## src/rtl/mux_scan_ctrl.sv

```systemverilog
// mux_scan_ctrl: loads a byte, steps an external 8:1 mux select through it and
// serialises the mux output Y into a registered bit stream with hold and done.
module mux_scan_ctrl #(
  parameter bit MSB_FIRST = 1'b0
) (
  input  logic       clk,
  input  logic       rst_n,
  input  logic       start,
  input  logic [7:0] din,
  input  logic       hold,
  output logic [7:0] d_out,
  output logic [2:0] sel,
  input  logic       y_in,
  output logic       ser_out,
  output logic       ser_valid,
  output logic       busy,
  output logic       done
);
  typedef enum logic {IDLE, SHIFT} state_t;
  localparam logic [2:0] SEL_START = MSB_FIRST ? 3'd7 : 3'd0;
  localparam logic [2:0] SEL_STEP  = MSB_FIRST ? 3'd7 : 3'd1;
  state_t     state_q, state_d;
  logic [7:0] d_out_q, d_out_d;
  logic [2:0] sel_q, sel_d, cnt_q, cnt_d;
  logic       ser_out_q, ser_out_d, ser_valid_q, ser_valid_d, done_q, done_d;
  logic       load, step, last;
  always_ff @(posedge clk or negedge rst_n) begin
    if (!rst_n) begin
      state_q     <= IDLE;
      d_out_q     <= '0;
      sel_q       <= '0;
      cnt_q       <= '0;
      ser_out_q   <= 1'b0;
      ser_valid_q <= 1'b0;
      done_q      <= 1'b0;
    end else begin
      state_q     <= state_d;
      d_out_q     <= d_out_d;
      sel_q       <= sel_d;
      cnt_q       <= cnt_d;
      ser_out_q   <= ser_out_d;
      ser_valid_q <= ser_valid_d;
      done_q      <= done_d;
    end
  end
  always_comb begin
    load    = (state_q == IDLE) && start;
    step    = (state_q == SHIFT) && !hold;
    last    = step && (cnt_q == 3'd7);
    state_d = (state_q == IDLE) ? (start ? SHIFT : IDLE) : (last ? IDLE : SHIFT);
  end
  // stepping by 7 is a decrement modulo 8; the 8th step wraps sel back to its start
  always_comb begin
    d_out_d     = load ? din : d_out_q;
    sel_d       = load ? SEL_START : (step ? sel_q + SEL_STEP : sel_q);
    cnt_d       = load ? 3'd0 : (step ? cnt_q + 3'd1 : cnt_q);
    ser_out_d   = step ? y_in : ser_out_q;
    ser_valid_d = step;
    done_d      = last;
  end
  assign d_out     = d_out_q;
  assign sel       = sel_q;
  assign ser_out   = ser_out_q;
  assign ser_valid = ser_valid_q;
  assign busy      = (state_q == SHIFT);
  assign done      = done_q;
endmodule

```

## config.mk

```make
export PLATFORM = sky130hd
export DESIGN_NAME = mux_scan_ctrl
export DESIGN_NICKNAME = d
export VERILOG_FILES = /design/src/rtl/mux_scan_ctrl.sv
export SDC_FILE = /design/constraint.sdc
export NUM_CORES = 1
export LEC_CHECK = 0
export CORE_ASPECT_RATIO = 1.25
export CORE_MARGIN = 2
export CORE_UTILIZATION = 47
export DETAILED_ROUTE_END_ITERATION = 10
export PLACE_DENSITY = 0.88
export SETUP_SLACK_MARGIN = 0.5
export SLEW_MARGIN = 20
export SYNTH_ARGS = -nofsm -noshare
export SYNTH_HDL_FRONTEND = slang
export SYNTH_SLANG_ARGS = --single-unit
```

## constraint.sdc

```tcl
create_clock -name clk -period 4.25 [get_ports clk]
set_clock_uncertainty 0.05 [all_clocks]
set_input_delay 0.6375 -clock clk [delete_from_list [all_inputs] [get_ports clk]]
set_output_delay 0.6375 -clock clk [all_outputs]
set_load 0.005 [all_outputs]
```

==> results.md <==
- For this run, the slowest stage of the critical path takes 0.58 ns.
- The Yosys warning count is 0.
- The via count is 513.
- After routing the design area is 1130 um2.
- The via count of the first global-routing pass is 585.
- The number of nets with antenna violations after detailed routing is 0.
- The number of nets produced by synthesis is 68.
- The global-route wire length before repair is 2.67 mm.
- The depth of the most critical reg-to-reg path is 2.
- The areal power density over the cells is 673 nW/um2.
- The critical path ends at busy.
- The worst setup path startpoint is busy.
- The leakage power of the design is 0.000511 uW.
- The number of setup buffers added after CTS is 0.
- The die area is 2130 um2.
- The overall die height is 51.0 um.
- The total DRC errors in the routed layout is 0.
- The average wire length per cell after detail routing is 15.3 um.
- Of the cells placed in the final design, the portion with a size suffix greater than 1 is 0.238.
- 28 I/O pins were placed.
- The worst path needs 2.14 ns of the cycle, external delays included.
- From left edge to right edge, the die measures 41.6 um.
- The overall fraction of global-route tracks in use is 0.167.
- The maximum fanout encountered on the critical timing path is 11.
- The total setup violations reported at the end of the flow is 0.
- The placeable core region is 1720 um2.
- The placement-stage cell area is 1090 um2.
- The number of antenna diodes in the final layout is 0.
- Post-CTS repair changed the size of 0 cells.
- The setup check on the worst reg-to-reg path leaves a slack of 2.69 ns.
- The vias per cell is 5.18.
- The post-cts hold buffer count is 0.
- The critical register-to-register path endpoint is d_out[6].
- The HPWL after detailed placement is 1.15 mm.
- Including well taps, the total number of placed cells is 95.
- The max-cap check violation count is 0.
- For this configuration, the core starts out at a cell density of 0.483.
- In this run, synthesis produced a sequential element count of 18.
- The H-tree depth is 1.
- The number of buffers on the longest clock path is 2.
- Setup repair after global routing left no endpoint under its margin.
- The clock reaches the later pin of the worst-skew pair after 0.29 ns.
- The synthesized netlist contains 15 unique library cells.
- The top cell family by delay on the critical path is flip-flops.
- The number of pins exceeding their max-slew limit in the final report is 0.
- The number of input and output port buffers inserted is 27.
- Leaving out fill and tap cells, the most frequent cells in the layout are clkdlybuf4s50_1, dfrtp_1, mux2_4.
- The total congestion overflow is 0.
- The required time of the critical path is 3.56 ns.
- Together, buffers and inverters on the worst path number 1.
- The gate count after technology mapping is 52.
- The first-iteration detailed-routing DRC count is 7.
- The cell type of the slowest stage on the worst timing path is dfrtp_1.
- The global placer's final weighted congestion is 0.732.
- The CTS tree is yes.
- The run finished with clean final reports.
- The kind of critical path is flip-flop to primary output.
- The type of the tightest min-delay check is flip-flop to flip-flop.
- The number of endpoints with negative hold slack in the final report came to 0.
- The worst-margin pin slew is 0.784 ns.
- The initial antenna violation count is 0.
- In the finished design, the share of the clock period the worst path needs comes to 0.502.
- For this run, the detailed router's first-pass iteration total came to 3.
- The endpoint kind of the worst setup timing path is a primary output.
- For this block, the routed nets add up to 1.52 mm of wire.
- The signed area change from the synthesized netlist to the final layout is 35.6%.
- The post-CTS clock slew at the launch and capture registers of the worst setup and hold paths is 0.10 ns.
- The highest clock frequency the design can meet is 468 MHz.
- Data on the critical path arrives at its endpoint at 1.45 ns.
- Entering global routing, the biggest net connects 19 pins.
- For the final routed database, the setup TNS stands at 0 ns.
- The mapped cell area is 832 um2.
- The worst-case IR drop observed on VDD is 374 uV.
- The relative slew slack is 0.476.
- The average instance in the mapped netlist occupies 16.0 um2.
- The clock drives 18 sinks.
- The final non-filler cell total is 99.
- CTS placed an instance of clkbuf_4 at the clock tree root.
- In this run the core area contains 17 standard-cell rows.
- The worst setup path is launched from a flip-flop.
- For this run, the register share of the synthesized area comes to 0.541.
- Counting the buffers created by CTS gives 3.
- The signal on the critical path passes through clkdlybuf4s50_1.
- The most common cell after layout, fill and taps aside is clkdlybuf4s50_1.
- The core utilization of the finished layout is 0.655.
- The net count of the finished layout is 97.
- The number of cells on the critical path is 1.
- In this run the critical register-to-register path is launched from busy.
## layer usage
layer  GRT usage  routed length (um)  vias up
met3      0.0424                  78        0
met4      0.0645                   0        0
met2       0.299                 815       16
li1            -                   -      243
met5           0                   0        -
met1       0.189                 623      254
## worst min-delay path by stage
| stage | startpoint | slack, ns | to | depth (start not counted) |
|---|---|---|---|---|
| 2_1_floorplan | rst_n | 0.29 | busy | 0 |
| 3_3_place_gp | ser_out | 0.44 | ser_out | 1 |
| 3_5_place_dp | d_out[3] | 0.45 | d_out[3] | 1 |
| 4_1_cts | d_out[0] | 0.48 | d_out[0] | 1 |
| 5_1_grt | d_out[7] | 0.49 | d_out[7] | 1 |
| 6_report | d_out[3] | 0.47 | d_out[3] | 1 |
## final cells by class
cell class | instances | area, um2
fillers | 124 | 594
well taps | 19 | 23.8
flip-flops and latches | 18 | 450
repair buffers | 27 | 270
multi-input cells | 31 | 348
clock buffers | 4 | 36.3
## Yosys cell counts
cell | count | area share
nor4bb_1 | 1 | 0.012
dfrtp_1 | 18 | 0.54
nor2_2 | 1 | 0.0075
a21oi_1 | 1 | 0.0060
ha_1 | 3 | 0.045
nor2b_4 | 1 | 0.017
nand2b_1 | 1 | 0.0075
buf_6 | 3 | 0.041
xnor2_1 | 2 | 0.021
nor2b_2 | 1 | 0.011
a221o_1 | 1 | 0.012
mux2_2 | 1 | 0.014
a22o_1 | 5 | 0.053
mux2_4 | 11 | 0.20
and2_1 | 2 | 0.015
## state kept, by name (all words and copies together), names as in the netlist
name / cells
sel: 3
ser_valid: 1
ser_out: 1
cnt_q: 3
done: 1
busy: 1
d_out: 8
## per-stage QoR
stage | hold slack (ns) | power, uW | setup WS, ns
floorplan | 0.292 | 503 | 2.82
global placement | 0.439 | 642 | 2.12
detailed placement | 0.447 | 664 | 2.08
CTS | 0.477 | 772 | 2.10
global route | 0.492 | 815 | 2.04
finish | 0.471 | 760 | 2.11
## cells by family (layout without fill, tap and decap cells)
logic type,count (synthesis),in the layout,share of synthesized area
AOI/OAI and AO/OA,7,7,0.0707
xor gates and xnor gates,2,2,0.0211
adders and majority gates,3,3,0.0451
buffers and inverters,3,31,0.0406
DFF,18,18,0.541
muxes,12,12,0.212
and+or+nand+nor,7,7,0.0692
## power by group
part	switching (uW)	leakage (uW)	total [uW]	internal, uW
Sequential	62.0	0.000216	309	247
Combinational	93.5	0.000274	348	254
Clock	50.7	0.0000210	103	52.1
(Power assumes the default switching activity.)
